File: config.mk
export PLATFORM = sky130hd
export DESIGN_NAME = spi_frame_master
export DESIGN_NICKNAME = d
export VERILOG_FILES = /design/src/rtl/spi_frame_master.sv
export SDC_FILE = /design/constraint.sdc
export NUM_CORES = 1
export LEC_CHECK = 0
export CORE_MARGIN = 8
export CORE_UTILIZATION = 40
export CTS_CLUSTER_DIAMETER = 50
export DETAILED_ROUTE_END_ITERATION = 8
export GPL_ROUTABILITY_DRIVEN = 0
export SYNTH_ARGS = -nofsm -noshare
export SYNTH_HDL_FRONTEND = slang
export SYNTH_SLANG_ARGS = --single-unit
export TNS_END_PERCENT = 100
File: constraint.sdc
create_clock -name sclk -period 2.15 [get_ports sclk]
set_input_delay 0.645 -clock sclk [delete_from_list [all_inputs] [get_ports sclk]]
set_output_delay 0.645 -clock sclk [all_outputs]
set_load 0.05 [all_outputs]
File: src/rtl/spi_frame_master.sv
// Serialises one {wr, ext_addr, reg_addr, wdata} command into a 17-bit SPI frame on sclk,
// captures read data from miso and returns a single-cycle response with error status.
module spi_frame_master #(
    parameter int unsigned CS_GAP     = 1,
    parameter bit          FUTURE_BIT = 1'b0
) (
    input  logic       sclk,
    input  logic       rst,
    input  logic       cmd_valid,
    output logic       cmd_ready,
    input  logic       cmd_wr,
    input  logic [2:0] cmd_ext_addr,
    input  logic [2:0] cmd_reg_addr,
    input  logic [7:0] cmd_wdata,
    output logic       cs,
    output logic       mosi,
    input  logic       miso,
    input  logic       miso_oe,
    output logic       rsp_valid,
    output logic [7:0] rsp_rdata,
    output logic       rsp_err,
    output logic       busy
);

    typedef enum logic [1:0] {StIdle, StShift, StGap} state_e;

    // The IDLE cycle after GAP is itself a cs-low cycle, so GAP holds CS_GAP-1 cycles.
    localparam logic [3:0] GapLast = (CS_GAP > 1) ? 4'(CS_GAP - 2) : 4'd0;

    state_e      state_q, state_d;
    logic [4:0]  cnt_q, cnt_d;
    logic [3:0]  gap_q, gap_d;
    logic [16:0] frame_q, frame_d;
    logic [7:0]  rdata_q, rdata_d;
    logic        oe_seen_q, oe_seen_d;
    logic        cs_q, cs_d;
    logic        mosi_q, mosi_d;
    logic        rsp_valid_q, rsp_valid_d;
    logic [7:0]  rsp_rdata_q, rsp_rdata_d;
    logic        rsp_err_q, rsp_err_d;

    always_comb begin
        state_d     = state_q;
        cnt_d       = cnt_q;
        gap_d       = gap_q;
        frame_d     = frame_q;
        rdata_d     = rdata_q;
        oe_seen_d   = oe_seen_q;
        cs_d        = cs_q;
        mosi_d      = mosi_q;
        rsp_valid_d = 1'b0;
        rsp_rdata_d = rsp_rdata_q;
        rsp_err_d   = rsp_err_q;

        unique case (state_q)
            StIdle: begin
                if (cmd_valid) begin
                    frame_d   = {1'b0, cmd_wdata, cmd_reg_addr, FUTURE_BIT, cmd_ext_addr, cmd_wr};
                    cs_d      = 1'b1;
                    mosi_d    = cmd_wr;
                    cnt_d     = 5'd0;
                    oe_seen_d = 1'b0;
                    state_d   = StShift;
                end
            end
            StShift: begin
                // Data phase: the edges after bits 9..16 have been driven.
                if (cnt_q >= 5'd9) begin
                    oe_seen_d = oe_seen_q | miso_oe;
                    if (!frame_q[0]) begin
                        rdata_d = {miso, rdata_q[7:1]};
                    end
                end
                if (cnt_q == 5'd16) begin
                    cs_d        = 1'b0;
                    mosi_d      = 1'b0;
                    rsp_valid_d = 1'b1;
                    rsp_err_d   = !oe_seen_d;
                    rsp_rdata_d = (frame_q[0] || !oe_seen_d) ? 8'h00 : rdata_d;
                    gap_d       = 4'd0;
                    state_d     = (CS_GAP > 1) ? StGap : StIdle;
                end else begin
                    cnt_d  = cnt_q + 5'd1;
                    mosi_d = frame_q[cnt_q + 5'd1];
                end
            end
            StGap: begin
                if (gap_q == GapLast) begin
                    state_d = StIdle;
                end else begin
                    gap_d = gap_q + 4'd1;
                end
            end
            default: state_d = StIdle;
        endcase
    end

    always_ff @(posedge sclk) begin
        if (rst) begin
            state_q     <= StIdle;
            cnt_q       <= 5'd0;
            gap_q       <= 4'd0;
            frame_q     <= 17'd0;
            rdata_q     <= 8'h00;
            oe_seen_q   <= 1'b0;
            cs_q        <= 1'b0;
            mosi_q      <= 1'b0;
            rsp_valid_q <= 1'b0;
            rsp_rdata_q <= 8'h00;
            rsp_err_q   <= 1'b0;
        end else begin
            state_q     <= state_d;
            cnt_q       <= cnt_d;
            gap_q       <= gap_d;
            frame_q     <= frame_d;
            rdata_q     <= rdata_d;
            oe_seen_q   <= oe_seen_d;
            cs_q        <= cs_d;
            mosi_q      <= mosi_d;
            rsp_valid_q <= rsp_valid_d;
            rsp_rdata_q <= rsp_rdata_d;
            rsp_err_q   <= rsp_err_d;
        end
    end

    assign cmd_ready = (state_q == StIdle);
    assign busy      = (state_q != StIdle);
    assign cs        = cs_q;
    assign mosi      = mosi_q;
    assign rsp_valid = rsp_valid_q;
    assign rsp_rdata = rsp_rdata_q;
    assign rsp_err   = rsp_err_q;

endmodule

==> summary.md, run 1 <==
The run finished with clean final reports. The number of different library cells used by synthesis comes to 34. The tools report the headroom to the max-slew limit as 0.660.

The critical path goes through clkdlybuf4s50_1. The detail route stage leaves a number of antenna-violating nets equal to 0. The run gives 4.10 mm as the total wire length after detailed routing.

The sum of buffers and inverters on the critical path was 1. The cell-internal power is 1.16 mW. Averaged over all synthesized cells, the footprint is 8.53 µm². The tools report the number of failing setup endpoints in the final timing report as 0. Clock tree synthesis inserted a total of 5 buffers. In this run, synthesis inferred 0 flip-flops with an integrated enable. Post-layout minimum cycle time: 2.08 ns. The share of synthesized flip-flops with an asynchronous set or reset was 0. The critical path launch point type is a flop. The die is 83.4 µm wide. The tools report the number of violations of the max-capacitance limit as 0.

The placed instances occupy a cell area of 2220 µm². The worst clock skew on the final layout was 0.00460 ns; the HPWL after detailed placement was 2.98 mm. Proportion of total power due to net switching: 0.245. The die height came out at 83.4 µm.

The tools report the maximum level of the CTS H-tree as 2. The library cells used most frequently in the layout, excluding fill and tap cells, are sky130_fd_sc_hd__nand2_1 (50), sky130_fd_sc_hd__dfxtp_1 (41), sky130_fd_sc_hd__a21oi_1 (31), sky130_fd_sc_hd__clkdlybuf4s50_1 (24), sky130_fd_sc_hd__buf_4 (18). Synthesis handed over a netlist of 213 instances. The run gives 0 as the number of diodes added for antenna fixing. The mean number of vias per cell came out at 5.20. The pin count of the biggest net entering global routing is 21, and the total via count after detailed routing is 1575. For the maximum clock frequency, the log shows 480 MHz.

The remaining global-route overflow is 0. For the row count, the log shows 24. The net switching power of the design was 0.376 mW. The tools report the share of power burned in the clock network as 0.363.

The share of final-layout standard cells stronger than drive strength 1 was 0.139. The commonest non-fill, non-tap cell in the layout is sky130_fd_sc_hd__nand2_1. For this run, the slowest stage of the critical path takes 0.81 ns. Setup repair after global routing left no endpoint under its margin.

The cell sitting at the root of the clock tree is a sky130_fd_sc_hd__clkbuf_8. The first detailed-routing pass took 4 iterations. The run gives 0.456 ns as the worst hold-check slack. The area of all placed cells without fillers was 2320 µm²; the number of placed I/O pins was 34. The number of design rule violations left after detail routing was 0. The tools report the worst voltage drop across the vdd grid as 0.282 mV. The final hold violation count was 0.

For the first-pass GRT wire length, the log shows 7.46 mm. At the worst endpoint, the required time is 1.50 ns. The area of the core is 4350 µm², and the first-iteration detailed-routing DRC count is 114. The number of max-slew violations in the final report came out at 0. In this run the worst hold path is classified as reg2reg. The logs give 1820 µm² for the combined area of all synthesized cells and 0.518 for the part of the power in registers. The logs give 0.127 for the total global-route track usage and 6950 µm² for the floorplan die area. The initial antenna violation count was 0; the later-pin clock latency in the skew report was 0.30 ns. The critical path in this run is classified as reg2out.

After clock tree synthesis, the setup repair step added 0 buffers. The largest individual stage delay along the critical path comes from the cell sky130_fd_sc_hd__clkdlybuf4s50_1. The maximum clock path buffer count is 2, and the area added between synthesis and finish is 28.0%.

Of all nets on the critical path, the largest fanout is 2. Yosys printed 0 warnings. The logs give 0.119 for the combinational power share and 0.417 for the starting density of the core. The family with the most delay on the worst path was buffers and inverters. The TritonCTS sink count is 41, and the static leakage power is 0.838 nW. Buffers placed on the I/O ports in this run total 33. The synthesized design contains 41 register bits. In this run the power density over the cells is 660 nW/µm². The final layout contains 273 nets. For the worst setup path, the data arrival time is 1.44 ns. In the synthesized netlist the dominant register cell turns out to be sky130_fd_sc_hd__dfxtp_1. The fraction of the yosys area taken by sequential cells was 0.452; the slew at the pin with the worst max-slew slack was 0.508 ns.

The clock-pin slew on the worst setup and hold paths came out at 0.08 ns. In the final routed layout, each cell accounts on average for 13.5 µm. For the final total negative setup slack, the log shows 0 ns. TritonCTS built the clock tree. For the number of global-route vias before repair, the log shows 1602. The worst setup path is captured at an output port. The share of the cycle needed by the critical path after routing is 0.968, and the net count after synthesis is 236.
-- registers in the layout, summed over array words and instances, names as in the netlist --
| signal | cells |
|---|---|
| frame_q | 15 |
| rdata_q | 8 |
| rsp_rdata | 8 |
| cnt_q | 5 |
| cs | 1 |
| mosi | 1 |
| oe_seen_q | 1 |
| rsp_err | 1 |
| rsp_valid | 1 |
-- Yosys cell counts, types with 3 or more instances --
master	count	area [µm²]
sky130_fd_sc_hd__nand2_1	50	188
sky130_fd_sc_hd__dfxtp_1	41	821
sky130_fd_sc_hd__inv_1	6	22.5
sky130_fd_sc_hd__clkbuf_1	8	30.0
sky130_fd_sc_hd__mux2i_1	10	100
sky130_fd_sc_hd__o21ai_0	10	50.1
sky130_fd_sc_hd__a21oi_1	31	155
sky130_fd_sc_hd__nand3_1	12	60.1
sky130_fd_sc_hd__nor2_1	4	15.0
sky130_fd_sc_hd__ha_1	3	37.5
sky130_fd_sc_hd__buf_2	3	15.0
sky130_fd_sc_hd__mux4_2	3	67.6
-- cells by family (layout without fill, tap and decap cells) --
family,Yosys count,after routing,share of synthesized area
AND/OR/NAND/NOR,81,81,0.200
AO/OA/AOI/OAI,50,50,0.156
flip-flops,41,41,0.452
buffers and inverters,20,58,0.0537
multiplexers,14,14,0.0985
XOR/XNOR,4,4,0.0193
adder cells (fa/ha/maj),3,3,0.0207
-- repair_timing --
item,CTS,global route
endpoints found under the hold margin,0,0
resized for setup,0,1
endpoints found under the setup margin,0,1
hold buffers,0,0
-- layout make-up --
type                       instances  area, µm²
inverter                           6       22.5
fill                             421       2030
timing repair buffer              44        415
sequential                        41        821
tap                               52       65.1
clock inverter                     1       5.00
clock buffer                       7       96.3
multi-input combinational        152        900
-- final timing paths --
kind / from / end / slack, ns / cells after the start
setup / recovery: rsp_rdata[7]$_SDFFE_PP0P_ / rsp_rdata[7] / 0.07 / 1
hold / removal: rsp_rdata[5]$_SDFFE_PP0P_ / rsp_rdata[5]$_SDFFE_PP0P_ / 0.46 / 2
setup reg to reg: cnt_q[0]$_SDFFE_PP0P_ / mosi$_SDFFE_PP0P_ / 0.21 / 6
hold reg to reg: rsp_rdata[5]$_SDFFE_PP0P_ / rsp_rdata[5]$_SDFFE_PP0P_ / 0.46 / 2
-- power by group through the flow --
stage	sequential, mW	clock (mW)	combinational (mW)
2_1_floorplan	0.817	0	0.0948
3_3_place_gp	0.813	0	0.182
3_5_place_dp	0.813	0	0.183
4_1_cts	0.795	0.569	0.184
5_1_grt	0.798	0.614	0.200
6_report	0.795	0.558	0.183
-- per-layer routing --
layer  share of wire  GRT usage
met2            0.43      0.191
met3           0.055     0.0479
met5               0          0
met1            0.50      0.161
met4           0.013     0.0431
-- per-stage QoR --
step / setup slack, ns / std cells / power, mW / utilization
6_report: 0.0679 / 303 / 1.54 / 0.534
5_1_grt: 0.00228 / 303 / 1.61 / 0.534
4_1_cts: 0.0521 / 303 / 1.55 / 0.534
3_3_place_gp: 0.170 / 295 / 0.995 / 0.510
3_5_place_dp: 0.131 / 295 / 0.997 / 0.510
2_1_floorplan: 0.0655 / 213 / 0.912 / -
(Power assumes the default switching activity.)
==> run 2: changes to the inputs <==
--- a/config.mk
+++ b/config.mk
@@ -10,6 +10,8 @@
 export CTS_CLUSTER_DIAMETER = 50
 export DETAILED_ROUTE_END_ITERATION = 8
 export GPL_ROUTABILITY_DRIVEN = 0
+export SETUP_SLACK_MARGIN = 0.1
+export SKIP_CTS_REPAIR_TIMING = 1
 export SYNTH_ARGS = -nofsm -noshare
 export SYNTH_HDL_FRONTEND = slang
 export SYNTH_SLANG_ARGS = --single-unit
==> summary.md, run 2 (same netlist as run 1, synthesis figures left out) <==
The logs give 301 (-0.66%) for the final standard cell count with taps included and fillers excluded and 0.00339 ns (-0.00120 ns) for the worst clock skew on the final layout. The static leakage power is 0.974 nW (+16%). The mean number of vias per cell came out at 5.07 (-2.4%).

The total power was 1.60 mW (+4.4%); the number of failing setup endpoints in the final timing report was 0 (unchanged). The die width came out at 83.4 µm (unchanged). The run gives 1.65 mm (-7.2%) as the detailed route wirelength on metal2. The number of max-slew violations in the final report is 0 (unchanged). The sum of buffers and inverters on the critical path works out to 1 (unchanged). The family with the most delay on the worst path is multiplexers. The maximum single-stage delay on the critical path works out to 0.50 ns (-0.31 ns). The cell depth of the worst setup path is 6 (+5), and the flip-flop count of the largest register, all copies and words added is 15 (unchanged). Slew at the pin with the worst max-slew slack: 0.521 ns (+0.0128 ns). The area of all placed cells without fillers was 2360 µm² (+1.7%). The number of design rule violations left after detail routing was 0 (unchanged); the HPWL after detailed placement was 2.81 mm (-5.7%). The tools report the area occupied by multi-input gates as 906 µm² (+0.70%). The signal on the critical path passes through inv_1 -> ha_1 -> mux4_2 -> mux2_2 -> nand4_1 -> o211ai_1. The logs give 2 (unchanged) for the maximum level of the CTS H-tree and 0.652 (-0.00807) for the headroom to the max-slew limit.

Setup repair after global routing could not meet its margin everywhere. The clock-pin slew on the worst setup and hold paths works out to 0.08 ns (about the same). The number of instances in the placed design is 293 (-0.68%), and the floorplan die area is 6950 µm² (unchanged). The total cell area at the placement stage was 2220 µm² (-0.11%); the total global-route track usage was 0.118 (-0.00923). The remaining global-route overflow is 0 (unchanged).

The count of cells along the worst register-to-register path came out at 6 (unchanged). The worst hold path belongs to the class reg2reg. The maximum clock path buffer count came out at 2 (unchanged). The final routed wire length divided by cell count is 13.0 µm (-4.1%). The first-pass detailed-route iteration total was 4 (unchanged).

The element type at the critical path end was a flop. The share of final-layout standard cells stronger than drive strength 1 is 0.133 (-0.00691), and the share of the cycle needed by the critical path after routing is 0.904 (-0.0644). The number of nets with antenna violations after detailed routing is 0 (unchanged), and the total wire length after detailed routing is 3.90 mm (-4.7%).

The logs give 23 (+9.5%) for the pin count of the biggest net entering global routing and 0 ns (unchanged) for the final total negative setup slack. The tools report the sum of routed wire segments on met1 as 1.98 mm (-2.9%). The later-pin clock latency in the skew report is 0.28 ns (-0.02 ns). The run finished with clean final reports.

The final hold violation count was 0 (unchanged); the worst hold-check slack was 0.454 ns (-0.00240 ns). The number of violations of the max-capacitance limit came out at 0 (unchanged). Among all stages on the critical path, the largest delay is contributed by sky130_fd_sc_hd__mux4_2. The number of cells on the worst hold path was 2 (unchanged).

Ranked by flip-flop count, first place goes to frame_q. The class of the most critical setup path is reg2reg. The amount of wire on met3 after detailed routing came out at 227 µm (unchanged). Number of global-route vias before repair: 1508 (-5.9%). In this run the critical register-to-register path is launched from cnt_q[0]$_SDFFE_PP0P_. The library cells used most frequently in the layout, excluding fill and tap cells, are sky130_fd_sc_hd__nand2_1 (50), sky130_fd_sc_hd__dfxtp_1 (39), sky130_fd_sc_hd__a21oi_1 (31), sky130_fd_sc_hd__clkdlybuf4s50_1 (19), sky130_fd_sc_hd__buf_4 (13).

Number of filler instances in the final layout: 407 (-3.3%). In this run the clock root is driven by a sky130_fd_sc_hd__clkbuf_8. In this run the top signal layer used is met4. The post-layout minimum cycle time was 1.94 ns (-0.138 ns); the starting density of the core was 0.417 (unchanged). The area taken by flip-flops and latches was 823 µm² (+0.30%); the row count was 24 (unchanged). The startpoint identified for the worst hold timing path is rsp_rdata[2]$_SDFFE_PP0P_. Startpoint of the worst setup timing path: cnt_q[0]$_SDFFE_PP0P_. The maximum net fanout on the critical path works out to 8 (+6). Area of the core: 4350 µm² (unchanged). The run gives 34 (unchanged) as the number of placed I/O pins. The tools report the number of diodes added for antenna fixing as 0 (unchanged).

The area added between synthesis and finish is 30.2%, and the first-pass GRT wire length is 7.00 mm (-6.2%). The worst voltage drop across the vdd grid is 0.377 mV (+34%), and the power density over the cells is 678 nW/µm² (+2.7%). TritonCTS built the clock tree. The data arrival time of the critical path is 2.10 ns (+0.66 ns), and the count of port buffers added during placement is 33 (unchanged). The first-iteration detailed-routing DRC count is 47 (-59%), and the maximum clock frequency is 514 MHz (+7.1%). The tools report the total via count after detailed routing as 1527 (-3.0%). The required time of the critical path is 2.31 ns (+0.81 ns), and the CTS buffer count is 5 (unchanged). The TritonCTS sink count is 41 (unchanged), and the die height is 83.4 µm (unchanged). The worst setup path is launched from a flop. The commonest non-fill, non-tap cell in the layout is sky130_fd_sc_hd__nand2_1. The run gives 0 (unchanged) as the initial antenna violation count.

The number of nets in the final layout was 271 (-0.73%).
-- run 2: stage by stage --
| step | worst slack (ns) | utilization |
|---|---|---|
| final | 0.206 | 0.543 |
| after global routing | 0.0995 | 0.543 |
| after CTS | 0.0655 | 0.536 |
| after detailed placement | 0.101 | 0.510 |
| after global placement | 0.169 | 0.510 |
| after floorplan | 0.169 | - |
-- run 2: layer usage --
| layer | GRT usage | up-vias |
|---|---|---|
| li1 | - | 800 |
| met1 | 0.152 | 688 |
| met5 | 0 | - |
| met2 | 0.174 | 35 |
| met4 | 0.0431 | 0 |
| met3 | 0.0420 | 4 |
-- run 2: tightest hold or removal path, stage by stage (launching register included) --
cell and delay [ns]:
sky130_fd_sc_hd__dfxtp_1 0.33, sky130_fd_sc_hd__nand2_1 0.04, sky130_fd_sc_hd__o21ai_0 0.05
-- run 2: final cells by class --
class | instances | share of cell area
clock inverters | 1 | 0.0127
repair buffers | 42 | 0.181
flip-flops and latches | 41 | 0.348
clock buffers | 7 | 0.0365
multi-input cells | 152 | 0.383
well taps | 52 | 0.0275
inverters | 6 | 0.0111
-- run 2: power by group --
part           internal, mW  total (mW)  switching [mW]
sequential            0.781       0.796          0.0154
clock                 0.378       0.626           0.248
combinational        0.0884       0.181          0.0925
total                  1.25        1.60           0.356
-- run 2: path summary, 6_finish.rpt --
path / endpoint / slack (ns)
worst min register to register: rsp_rdata[2]$_SDFFE_PP0P_ / 0.45
worst min-delay path: rsp_rdata[2]$_SDFFE_PP0P_ / 0.45
worst max register to register: mosi$_SDFFE_PP0P_ / 0.21
worst max-delay path: mosi$_SDFFE_PP0P_ / 0.21
==> run 3: changes to the inputs <==
--- a/config.mk
+++ b/config.mk
@@ -5,6 +5,7 @@
 export SDC_FILE = /design/constraint.sdc
 export NUM_CORES = 1
 export LEC_CHECK = 0
+export ABC_AREA = 1
 export CORE_MARGIN = 8
 export CORE_UTILIZATION = 40
 export CTS_CLUSTER_DIAMETER = 50
@@ -12,6 +13,7 @@
 export GPL_ROUTABILITY_DRIVEN = 0
 export SETUP_SLACK_MARGIN = 0.1
 export SKIP_CTS_REPAIR_TIMING = 1
+export SLEW_MARGIN = 25
 export SYNTH_ARGS = -nofsm -noshare
 export SYNTH_HDL_FRONTEND = slang
 export SYNTH_SLANG_ARGS = --single-unit
==> summary.md, run 3 <==
The initial antenna violation count is 0 (unchanged). Die height: 87.3 µm (+4.7%). For this run, the leading register cell type out of synthesis is sky130_fd_sc_hd__dfxtp_1.

Setup repair after global routing left no endpoint under its margin. Sorting the synthesized cells by how often they occur yields sky130_fd_sc_hd__nand2_1 (60), sky130_fd_sc_hd__inv_1 (42), sky130_fd_sc_hd__dfxtp_1 (41). The die width works out to 87.3 µm (+4.7%). Number of synthesized register bits: 41 (unchanged). Total global-route track usage: 0.124 (+0.00625). Yosys attributes the largest share of cell area to sky130_fd_sc_hd__dfxtp_1 (40%), sky130_fd_sc_hd__nand2_1 (11%), sky130_fd_sc_hd__a21oi_1 (8.1%), sky130_fd_sc_hd__nand3_1 (8.1%), sky130_fd_sc_hd__o21ai_0 (8.1%). STA classifies the critical path endpoint as an output port. The static leakage power came out at 1.16 nW (+20%). The total wire length after detailed routing is 4.54 mm (+16%), and the share of final-layout standard cells stronger than drive strength 1 is 0.115 (-0.0180). The logs give 0.499 (-0.0446) for the final standard cell utilization of the core and 2030 µm² (+12%) for the combined area of all synthesized cells. The power density over the cells is 667 nW/µm² (-1.6%), and the required time of the critical path is 1.50 ns (-0.81 ns).

The type of the worst min-delay path was reg2reg. The top cell type's share of synthesized area came out at 0.404 (-0.0481). The part of the power in registers was 0.501 (+0.004). Net switching power of the design: 0.479 mW (+35%).

The final routed wire length divided by cell count works out to 11.5 µm (-11%). The post-placement worst setup slack is 0.271 ns (+0.170 ns). The post-layout minimum cycle time is 1.84 ns (-0.0993 ns).

The share of the cycle needed by the critical path after routing works out to 0.858 (-0.0462). The commonest non-fill, non-tap cell in the layout was sky130_fd_sc_hd__nand2_1. The run gives 2500 µm² (+5.6%) as the area of all placed cells without fillers. The number of global-route vias before repair is 1666 (+10%), and the maximum clock frequency is 542 MHz (+5.4%). Walking the worst path, the cells encountered are inv_1 -> buf_12. The mean number of vias per cell works out to 4.69 (-7.6%). The total cell area at the placement stage was 2410 µm² (+8.4%). The area added between synthesis and finish is 22.8%, and the combinational power share is 0.192 (+0.079). Area of the core: 5010 µm² (+15%).

frame_q holds more flip-flops than any other register. The logs give 0 (unchanged) for the number of violations of the max-capacitance limit and 0.406 (-0.0114) for the starting density of the core. The first-iteration detailed-routing DRC count is 98 (+110%), and the share of power burned in the clock network is 0.307 (-0.084). Smallest setup slack after layout: 0.306 ns (+0.0993 ns).

The total power came out at 1.67 mW (+3.9%). Leaving out fill and tap cells, the most frequent cells in the layout are sky130_fd_sc_hd__nand2_1 (60), sky130_fd_sc_hd__inv_1 (42), sky130_fd_sc_hd__dfxtp_1 (41). Clock-pin slew on the worst setup and hold paths: 0.08 ns (about the same).

The tools report the yosys synthesis warning count as 0 (unchanged). The net count after synthesis was 314 (+33%). The tools report the later-pin clock latency in the skew report as 0.29 ns (about the same). The number of nets with antenna violations after detailed routing is 0 (unchanged), and the floorplan die area is 7620 µm² (+9.6%). The total via count after detailed routing was 1842 (+21%).

The worst clock skew on the final layout is 0.00776 ns (+0.00437 ns), and the number of instances in the placed design is 386 (+32%). The run gives 0 (unchanged) as the remaining global-route overflow. The run gives 1.20 ns (-0.90 ns) as the data arrival time of the critical path. The share of synthesized flip-flops with an asynchronous set or reset came out at 0 (unchanged).

The tools report the number of placed I/O pins as 34 (unchanged). The fraction of the yosys area taken by sequential cells is 0.404 (-0.0481), and the HPWL after detailed placement is 3.28 mm (+17%). The cell-internal power is 1.19 mW (-4.8%), and the slew at the pin with the worst max-slew slack is 0.510 ns (-0.0114 ns).

The tools report the maximum level of the CTS H-tree as 2 (unchanged). In this run the clock root is driven by a sky130_fd_sc_hd__clkbuf_8. The maximum clock path buffer count is 2 (unchanged), and the row count is 26 (+8.3%).

Number of design rule violations left after detail routing: 0 (unchanged). The number of diodes added for antenna fixing was 0 (unchanged). Pin count of the biggest net entering global routing: 27 (+17%).

Yosys instantiated no cell more often than sky130_fd_sc_hd__nand2_1. The number of flops mapped to enable cells by yosys works out to 0 (unchanged). The worst setup path is of the reg2out kind. The logs give 4 (unchanged) for the first-pass detailed-route iteration total and 0.387 mV (+2.7%) for the worst voltage drop across the vdd grid. Of all cell types, the one taking the most synthesized area is sky130_fd_sc_hd__dfxtp_1. The logs give 0.456 ns (+0.00262 ns) for the worst hold-check slack and 0 ns (unchanged) for the final total negative setup slack. The slowest cell on the critical path is sky130_fd_sc_hd__dfxtp_1. The flow ran to the end, and the final reports show no timing, DRC or antenna violations.

The average cell area after synthesis is 6.99 µm² (-18%). For the first-pass GRT wire length, the log shows 7.54 mm (+7.8%). The count of port buffers added during placement came out at 33 (unchanged). The logs give 0 (unchanged) for the number of max-slew violations in the final report and 539 (+32%) for the number of filler instances in the final layout. Cell count after synthesis: 291 (+37%). Flip-flop count of the largest register, all copies and words added: 15 (unchanged). The logs give 24 (-29%) for the distinct cell type count after synthesis and 0.660 (+0.00761) for the headroom to the max-slew limit. The CTS buffer count was 5 (unchanged). The proportion of total power due to net switching came out at 0.288 (+0.0656).

The maximum net fanout on the critical path is 7 (-1). The worst setup path is launched from a flop. The tools report the final hold violation count as 0 (unchanged). The final standard cell count with taps included and fillers excluded came out at 393 (+31%). TritonCTS built the clock tree. The number of failing setup endpoints in the final timing report came out at 0 (unchanged). The maximum single-stage delay on the critical path is 0.51 ns (about the same), and the number of nets in the final layout is 346 (+28%). The run gives 41 (unchanged) as the TritonCTS sink count.
-- run 3: cell count changes in the layout (fill, tap and decap cells not counted), moves of 3 or more --
cell | before | now
sky130_fd_sc_hd__mux2i_1 | 10 | 0
sky130_fd_sc_hd__mux4_2 | 3 | 0
sky130_fd_sc_hd__nor2_4 | 0 | 3
sky130_fd_sc_hd__dlymetal6s2s_1 | 8 | 2
sky130_fd_sc_hd__o21ai_0 | 10 | 33
sky130_fd_sc_hd__nand2_1 | 50 | 60
sky130_fd_sc_hd__nand3_1 | 12 | 33
sky130_fd_sc_hd__nor2_1 | 4 | 12
sky130_fd_sc_hd__nand2_4 | 0 | 4
sky130_fd_sc_hd__inv_1 | 5 | 42
sky130_fd_sc_hd__buf_4 | 13 | 18
-- run 3: cell type report --
| class | instances | area, µm² | share of cell area |
|---|---|---|---|
| well taps | 70 | 87.6 | 0.0351 |
| repair buffers | 40 | 370 | 0.148 |
| inverters | 43 | 161 | 0.0646 |
| flip-flops and latches | 41 | 821 | 0.329 |
| clock buffers | 7 | 86.3 | 0.0346 |
| multi-input cells | 192 | 971 | 0.389 |
-- run 3: path summary, 6_finish.rpt --
kind / start / endpoint / slack [ns] / cells past startpoint
worst max-delay path: cs$_SDFFE_PP0P_ / cmd_ready / 0.31 / 2
worst min-delay path: frame_q[13]$_SDFFE_PP0P_ / frame_q[13]$_SDFFE_PP0P_ / 0.46 / 2
worst max register to register: cnt_q[0]$_SDFFE_PP0P_ / mosi$_SDFFE_PP0P_ / 0.39 / 9
worst min register to register: frame_q[13]$_SDFFE_PP0P_ / frame_q[13]$_SDFFE_PP0P_ / 0.46 / 2
-- run 3: power groups by stage --
stage / combinational (mW) / clock (mW) / sequential, mW
2_1_floorplan: 0.211 / 0 / 0.857
3_3_place_gp: 0.320 / 0 / 0.852
3_5_place_dp: 0.322 / 0 / 0.852
4_1_cts: 0.324 / 0.526 / 0.834
5_1_grt: 0.365 / 0.554 / 0.840
6_report: 0.320 / 0.512 / 0.835
-- run 3: critical path, delay by kind of cell, from the launching register on --
family / cells / cell delay [ns]
flip-flops: 1 / 0.51
buffers and inverters: 2 / 0.39
-- run 3: logic make-up after synthesis --
group	after synthesis	synth area share
AND/OR/NAND/NOR	116	0.268
AO/OA/AOI/OAI	68	0.170
flip-flops	41	0.404
adder cells (fa/ha/maj)	3	0.0185
XOR/XNOR	5	0.0215
buffers and inverters	58	0.119
-- run 3: metal layers --
layer | GRT usage | wire, µm | up-vias
li1 | - | - | 988
met1 | 0.158 | 2210 | 814
met2 | 0.192 | 2020 | 33
met3 | 0.0292 | 232 | 7
met4 | 0.0563 | 82 | 0
met5 | 0 | 0 | -
